===== config.mk =====
export PLATFORM = sky130hd
export DESIGN_NAME = strip_frame_scheduler
export DESIGN_NICKNAME = d
export VERILOG_FILES = /design/src/rtl/medusa_pkg.sv /design/src/rtl/sync_2ff.sv /design/src/rtl/strip_frame_scheduler.sv
export SDC_FILE = /design/constraint.sdc
export NUM_CORES = 1
export LEC_CHECK = 0
export BUFFER_PORTS_ARGS = -buffer_cell sky130_fd_sc_hd__buf_2
export CAP_MARGIN = 20
export CELL_PAD_IN_SITES_DETAIL_PLACEMENT = 0
export CELL_PAD_IN_SITES_GLOBAL_PLACEMENT = 1
export CORE_UTILIZATION = 30
export CTS_CLUSTER_DIAMETER = 100
export DETAILED_ROUTE_END_ITERATION = 16
export PLACE_DENSITY = 0.59
export SETUP_SLACK_MARGIN = 0.4
export SLEW_MARGIN = 20
export SYNTH_ARGS = -nofsm -noshare
export SYNTH_HDL_FRONTEND = slang
export SYNTH_SLANG_ARGS = --single-unit

===== constraint.sdc =====
create_clock -name led_clk_i -period 2.98 [get_ports led_clk_i]
set_input_delay 0.745 -clock led_clk_i [delete_from_list [all_inputs] [get_ports led_clk_i]]
set_output_delay 0.745 -clock led_clk_i [all_outputs]
set_load 0.1 [all_outputs]

===== src/rtl/medusa_pkg.sv =====
// rtl/medusa_pkg.sv - shared state encoding and sizing constants for the strip bank sequencer
package medusa_pkg;

   typedef enum logic [2:0] {
      ST_OFF       = 3'd0,
      ST_PWR_WAIT  = 3'd1,
      ST_STAGGER   = 3'd2,
      ST_LATCH     = 3'd3,
      ST_IDLE      = 3'd4,
      ST_STREAMING = 3'd5,
      ST_FAULT     = 3'd6
   } state_t;

   localparam int DEF_PORTS  = 8;
   localparam int DEF_STRIPS = 32;
   localparam int DROP_W     = 16;

   function automatic int max3(input int a, input int b, input int c);
      int m;
      m = (a > b) ? a : b;
      return (m > c) ? m : c;
   endfunction

endpackage


===== src/rtl/sync_2ff.sv =====
// rtl/sync_2ff.sv - two-flop synchroniser for asynchronous level inputs
module sync_2ff #(
   parameter int WIDTH = 1
) (
   input  logic             clk,
   input  logic             rst,
   input  logic [WIDTH-1:0] d,
   output logic [WIDTH-1:0] q
);

   logic [WIDTH-1:0] meta;

   always_ff @(posedge clk or posedge rst) begin
      if (rst) begin
         meta <= '0;
         q    <= '0;
      end else begin
         meta <= d;
         q    <= meta;
      end
   end

endmodule


===== src/rtl/strip_frame_scheduler.sv =====
// rtl/strip_frame_scheduler.sv - cape power-up sequencing and one WS2812 refresh per LCD frame
module strip_frame_scheduler
   import medusa_pkg::*;
#(
   parameter int PORTS          = DEF_PORTS,
   parameter int STRIPS         = DEF_STRIPS,
   parameter int PWRGD_TIMEOUT  = 1000000,
   parameter int STAGGER_CYCLES = 100000,
   parameter int LATCH_CYCLES   = 3000,
   parameter int START_ARM      = 4
) (
   input  logic              led_clk_i,
   input  logic              rst_i,
   input  logic              pwrgd_i,
   input  logic              frame_toggle_i,
   input  logic [STRIPS-1:0] strips_busy_i,
   output logic              pwr_en_o,
   output logic [PORTS-1:0]  port_en_o,
   output logic              strip_start_o,
   output logic [DROP_W-1:0] frames_dropped_o,
   output logic              fault_o,
   output logic [2:0]        state_o
);

   localparam int TIMER_MAX = max3(PWRGD_TIMEOUT, STAGGER_CYCLES * PORTS, LATCH_CYCLES);
   localparam int TIMER_W   = $clog2(TIMER_MAX + STAGGER_CYCLES + 1);

   typedef logic [TIMER_W-1:0] timer_t;

   localparam timer_t PWR_LAST     = timer_t'(PWRGD_TIMEOUT - 1);
   localparam timer_t STAGGER_LAST = timer_t'(STAGGER_CYCLES - 1);
   localparam timer_t STAGGER_STEP = timer_t'(STAGGER_CYCLES);
   localparam timer_t LATCH_LAST   = timer_t'(LATCH_CYCLES - 1);
   localparam timer_t ARM_LAST     = timer_t'(START_ARM - 1);
   localparam timer_t TIMER_SAT    = '1;

   localparam logic [DROP_W-1:0] DROP_MAX = '1;
   localparam logic [PORTS-1:0]  PORT_LSB = PORTS'(1);

   state_t             state, state_next;
   timer_t             timer;
   timer_t             stagger_mark;
   logic [PORTS-1:0]   port_en, port_en_next;
   logic               pending;
   logic [DROP_W-1:0]  drops;
   logic               start, start_next;
   logic               consume, port_set;
   logic               pwrgd_s, tog_s, tog_d;
   logic               frame_ev;
   logic               all_idle;

   sync_2ff #(.WIDTH(1)) u_sync_pwrgd (
      .clk (led_clk_i),
      .rst (rst_i),
      .d   (pwrgd_i),
      .q   (pwrgd_s)
   );

   sync_2ff #(.WIDTH(1)) u_sync_frame (
      .clk (led_clk_i),
      .rst (rst_i),
      .d   (frame_toggle_i),
      .q   (tog_s)
   );

   assign frame_ev     = tog_s ^ tog_d;
   assign all_idle     = ~|strips_busy_i;
   assign port_en_next = (port_en << 1) | PORT_LSB;

   always_ff @(posedge led_clk_i or posedge rst_i) begin
      if (rst_i) begin
         state <= ST_OFF;
      end else begin
         state <= state_next;
      end
   end

   always_comb begin
      state_next = state;
      start_next = 1'b0;
      consume    = 1'b0;
      port_set   = 1'b0;
      case (state)
         ST_OFF: begin
            state_next = ST_PWR_WAIT;
         end
         ST_PWR_WAIT: begin
            if (pwrgd_s) begin
               state_next = ST_STAGGER;
            end else if (timer == PWR_LAST) begin
               state_next = ST_FAULT;
            end
         end
         ST_STAGGER: begin
            if (!pwrgd_s) begin
               state_next = ST_FAULT;
            end else if (timer == stagger_mark) begin
               port_set = 1'b1;
               if (port_en_next[PORTS-1]) begin
                  state_next = ST_LATCH;
               end
            end
         end
         ST_LATCH: begin
            if (!pwrgd_s) begin
               state_next = ST_FAULT;
            end else if (timer == LATCH_LAST) begin
               state_next = ST_IDLE;
            end
         end
         ST_IDLE: begin
            if (!pwrgd_s) begin
               state_next = ST_FAULT;
            end else if ((pending || frame_ev) && all_idle) begin
               start_next = 1'b1;
               consume    = 1'b1;
               state_next = ST_STREAMING;
            end
         end
         ST_STREAMING: begin
            // Busy is ignored until the strips have had time to raise it.
            if (!pwrgd_s) begin
               state_next = ST_FAULT;
            end else if ((timer >= ARM_LAST) && all_idle) begin
               state_next = ST_LATCH;
            end
         end
         ST_FAULT: begin
            state_next = ST_FAULT;
         end
         default: begin
            state_next = ST_FAULT;
         end
      endcase
   end

   always_ff @(posedge led_clk_i or posedge rst_i) begin
      if (rst_i) begin
         timer        <= '0;
         stagger_mark <= '0;
         port_en      <= '0;
         pending      <= 1'b0;
         drops        <= '0;
         start        <= 1'b0;
         tog_d        <= 1'b0;
      end else begin
         tog_d <= tog_s;
         start <= start_next;

         if (state_next != state) begin
            timer <= '0;
         end else if (timer != TIMER_SAT) begin
            timer <= timer + 1'b1;
         end

         if (state == ST_PWR_WAIT) begin
            stagger_mark <= STAGGER_LAST;
         end else if (port_set) begin
            stagger_mark <= stagger_mark + STAGGER_STEP;
         end

         if (state_next == ST_FAULT) begin
            port_en <= '0;
            pending <= 1'b0;
         end else begin
            if (port_set) begin
               port_en <= port_en_next;
            end
            // A start in IDLE swallows any event arriving in the same cycle.
            if (consume) begin
               pending <= 1'b0;
            end else if (frame_ev) begin
               if (!pending) begin
                  pending <= 1'b1;
               end else if (drops != DROP_MAX) begin
                  drops <= drops + 1'b1;
               end
            end
         end
      end
   end

   assign pwr_en_o         = (state != ST_OFF) && (state != ST_FAULT);
   assign fault_o          = (state == ST_FAULT);
   assign port_en_o        = port_en;
   assign strip_start_o    = start;
   assign frames_dropped_o = drops;
   assign state_o          = state;

endmodule


==> results_dict.tcl <==
set metrics [dict create \
    gr-total-overflow 0 \
    synth_fp_nets 465 \
    timing.final.max_slew_violations 0 \
    final-setup-viol-count 0 \
    final_design_area_no_fill_um2 5124 \
    static-leakage-power_nw 2.306 \
    grt_pass1_vias 3372 \
    yosys.area.top_type "sky130_fd_sc_hd__dfrtp_1" \
    cts_tree "yes" \
    final_clock_period_utilization_by_the_worst_path_pct 84.34 \
    wire_length_of_the_first_global_routing_pass_mm 17.51 \
    core_area_um2 12770 \
    layout.nets 552 \
    cts_buffers 9 \
    n_fill_cell 1271 \
    worst_slew_pin_slew_ns 0.8169 \
    drv_cap 0 \
    worst-endpoint-arrival_ns 2.73 \
    path_buf_inv 1 \
    start_kind "input pin" \
    timing.setup.tns_ns 0 \
    seq_power_share_pct 45.1 \
    flow.area_growth_from_synthesis_pct 28.45 \
    grt_antenna_before_repair 0 \
    power.net_switching_mw 0.4498 \
    clk_pin_slew_worst_paths_ns 0.06 \
    numClockSinks 72 \
    area_after_detailed_placement_um2 4639 \
    number_of_rows_in_the_core_area 41 \
    cellPowerDensity_nw_per_um2 426.1 \
    synth_common_cells "sky130_fd_sc_hd__dfrtp_1 (72), sky130_fd_sc_hd__nor2_1 (54), sky130_fd_sc_hd__nand2_1 (44)" \
    finish.cell_count_without_fillers 689 \
    cell_internal_pwr_mw 1.733 \
    routed_via_density 4.956 \
    die_height_um 117.3 \
    comb_power_share_pct 2.7 \
    timing_worst_setup_path_type "in -> reg" \
    synth_flop_cell "sky130_fd_sc_hd__dfrtp_1" \
    synth.area.top_cells "sky130_fd_sc_hd__dfrtp_1 (45%), sky130_fd_sc_hd__xnor2_1 (8.1%), sky130_fd_sc_hd__xor2_1 (5.9%)" \
    final_layout_size_suffix_gt1_share_pct 28.05 \
    grt_max_degree 28 \
    dp.final_hpwl_mm 7.549 \
    most_frequently_used_cell_type_in_the_post_synthesis_netlist "sky130_fd_sc_hd__dfrtp_1" \
    wirelength_per_cell_um 15.27 \
    gp_congestion 0.7914 \
    clock_latency_ns 0.34 \
    die_w_um 117.3 \
    h-tree-depth 3 \
    clock_tree.buffer_depth 2 \
    n_antenna_cell 0 \
    synth-async-reset-ratio_pct 100.0 \
    ys_types 55 \
    worst_hold_path_type "reg -> reg" \
    ys_seq_elements 72 \
    holdBufCountCts 0 \
    remaining_drc_errors 0 \
    cpPeakStageDelay_ns 0.38 \
    dp.cells 665 \
    portBuffers 65 \
    num_vias 3415 \
    timing.critical_path.cells "buf_2, nor4_4, nand4_1, or2_4, or3_4, a211o_4, nand3b_4, mux2_4" \
    path_max_fanout 6 \
    switching_share_pct 20.60 \
    netlist_area_um2 3989 \
    peakVddDrop_mv 0.3286 \
    floorplan.initialDensity_pct 31.23 \
    critical_path.slowest_cell "sky130_fd_sc_hd__or3_4" \
    finalHoldViolCount 0 \
    worstPathRequired_ns 3.20 \
    max_clock_freq_ghz 0.3979 \
    cts_root_buffer "sky130_fd_sc_hd__clkbuf_16" \
    drt_first_pass_iters 4 \
    status "completed" \
    drtAntennaViolNets 0 \
    die_area_um2 13760 \
    yosysWarnings 0 \
    rsz0062_at_grt "false" \
    num_io_pins 66 \
    critPathTopFamily "simple AND/OR/NAND/NOR gates" \
    synth_seq_area_share_pct 45.17 \
    layout_min_cycle_time_ns 2.513 \
    number_of_synthesized_flops_with_an_enable_pin 0 \
    synth_top_area_share_pct 45.17 \
    dr.first_iter.drc_count 95 \
    syn-mean-instance-area_um2 9.363 \
    gr-usage-all-layers_pct 16.02 \
    fin_util_pct 40.11 \
    postSynthCellCount 426 \
    finalWirelength_mm 10.52 \
    cp-end-kind "register" \
    share_clk_of_total_power_pct 52.2 \
    final.setup_skew_ns 0.005303 \
    slew-limit-headroom_pct 45.34 \
]
## timing repair
action / in CTS / in global routing
setup buffers: 3 / 6
endpoints found under the setup margin: 35 / 50
pin swaps: 5 / 13
gates resized for setup: 8 / 14
## state kept, by name (all words and copies together) (netlist names)
| register | cells |
|---|---|
| timer | 21 |
| stagger_mark | 17 |
| frames_dropped_o | 16 |
| port_en_o | 8 |
| state_o | 3 |
| pending | 1 |
| strip_start_o | 1 |
| tog_d | 1 |
| u_sync_frame.meta | 1 |
| u_sync_frame.q | 1 |
| u_sync_pwrgd.meta | 1 |
| u_sync_pwrgd.q | 1 |
## final timing paths
| path | startpoint | endpoint | slack (ns) | depth (start not counted) |
|---|---|---|---|---|
| worst max register to register | timer[0] | frames_dropped_o[1] | 0.48 | 9 |
| max in group asynchronous | rst_i | timer[20] | 1.76 | 3 |
| worst min register to register | u_sync_frame.meta | u_sync_frame.q | 0.36 | 0 |
| worst max-delay path | strips_busy_i[23] | frames_dropped_o[1] | 0.47 | 8 |
| min in group asynchronous | rst_i | u_sync_frame.meta | 0.48 | 2 |
| worst min-delay path | u_sync_frame.meta | u_sync_frame.q | 0.36 | 0 |
## worst reg2reg max path: stages, from the launching register on
cell and delay [ns]:
sky130_fd_sc_hd__dfrtp_1 0.42, sky130_fd_sc_hd__ha_4 0.19, sky130_fd_sc_hd__or4_4 0.43, sky130_fd_sc_hd__a2111oi_4 0.22
sky130_fd_sc_hd__and3_4 0.24, sky130_fd_sc_hd__nor4_1 0.05, sky130_fd_sc_hd__buf_4 0.15, sky130_fd_sc_hd__a211o_4 0.30
sky130_fd_sc_hd__nand3b_4 0.10, sky130_fd_sc_hd__mux2_4 0.30
## power by group through the flow
stage / combinational, mW / clock [mW] / sequential (mW)
after floorplan: 0.0224 / 0 / 1.00
after global placement: 0.0553 / 0 / 1.00
after detailed placement: 0.0562 / 0 / 1.00
after CTS: 0.0565 / 1.18 / 0.985
after global routing: 0.0682 / 1.21 / 0.985
final: 0.0595 / 1.14 / 0.985
## per-layer routing
metal	routed length (um)	global-route usage (%)	share of wire, %	vias up
met3	491	4.718	4.7	8
met4	108	4.464	1.0	0
li1	-	-	-	1672
met1	5044	21.45	48	1658
met5	0	0	0	-
met2	4878	24.93	46	77
## cells in the final DEF (no fill, tap or decap), types with 2 or more instances in the layout
cell type,count
sky130_fd_sc_hd__o21ai_0,11
sky130_fd_sc_hd__nand2_1,44
sky130_fd_sc_hd__and4_1,3
sky130_fd_sc_hd__nor3b_1,5
sky130_fd_sc_hd__bufinv_16,2
sky130_fd_sc_hd__a211oi_1,2
sky130_fd_sc_hd__or4_4,3
sky130_fd_sc_hd__nor2b_1,5
sky130_fd_sc_hd__buf_4,31
sky130_fd_sc_hd__clkbuf_16,9
sky130_fd_sc_hd__nand2b_1,4
sky130_fd_sc_hd__xor2_1,27
sky130_fd_sc_hd__inv_1,4
sky130_fd_sc_hd__and3_1,5
sky130_fd_sc_hd__nand4b_1,3
sky130_fd_sc_hd__a21oi_1,7
sky130_fd_sc_hd__nor4_1,12
sky130_fd_sc_hd__dfrtp_2,4
sky130_fd_sc_hd__o21a_1,2
sky130_fd_sc_hd__nor4_4,3
sky130_fd_sc_hd__dfrtp_1,68
sky130_fd_sc_hd__or2_2,3
sky130_fd_sc_hd__or4_1,2
sky130_fd_sc_hd__mux2i_1,3
sky130_fd_sc_hd__nor4_2,5
sky130_fd_sc_hd__nand4_1,23
sky130_fd_sc_hd__o211ai_1,3
sky130_fd_sc_hd__a31oi_1,2
sky130_fd_sc_hd__nor2_1,53
sky130_fd_sc_hd__ha_1,2
sky130_fd_sc_hd__buf_2,64
sky130_fd_sc_hd__clkinvlp_4,2
sky130_fd_sc_hd__nand3_1,19
sky130_fd_sc_hd__xnor2_1,37
sky130_fd_sc_hd__nor4b_1,2
sky130_fd_sc_hd__nor3_1,10
## cells by family after synthesis
logic type	after synthesis	share of synthesized area, %
DFF	72	45.17
adders and majority gates	3	0.9411
and+or+nand+nor	218	29.33
AOI/OAI and AO/OA	38	6.273
muxes	4	1.035
xor gates and xnor gates	64	14.05
buffers and inverters	27	3.199
## cell type report
cell class                 count  area (um^2)  share of cell area [%]
timing repair buffer          97        571.8                   11.16
sequential                    72         1807                   35.26
tap                          172        215.2                   4.200
clock buffer                  10        229.0                   4.469
inverter                       6        26.28                  0.5128
clock inverter                 5        81.33                   1.587
multi-input combinational    327         2193                   42.81
## metrics by stage
step | worst slack (ns) | hold slack, ns | power [mW]
after floorplan | 0.3115 | 0.3312 | 1.023
after global placement | 0.09393 | 0.3400 | 1.058
after detailed placement | 0.03112 | 0.3524 | 1.059
after CTS | 0.3899 | 0.3642 | 2.226
after global routing | 0.3906 | 0.3626 | 2.267
final | 0.4666 | 0.3594 | 2.183
Note: power is estimated with default switching activity, not from simulation.
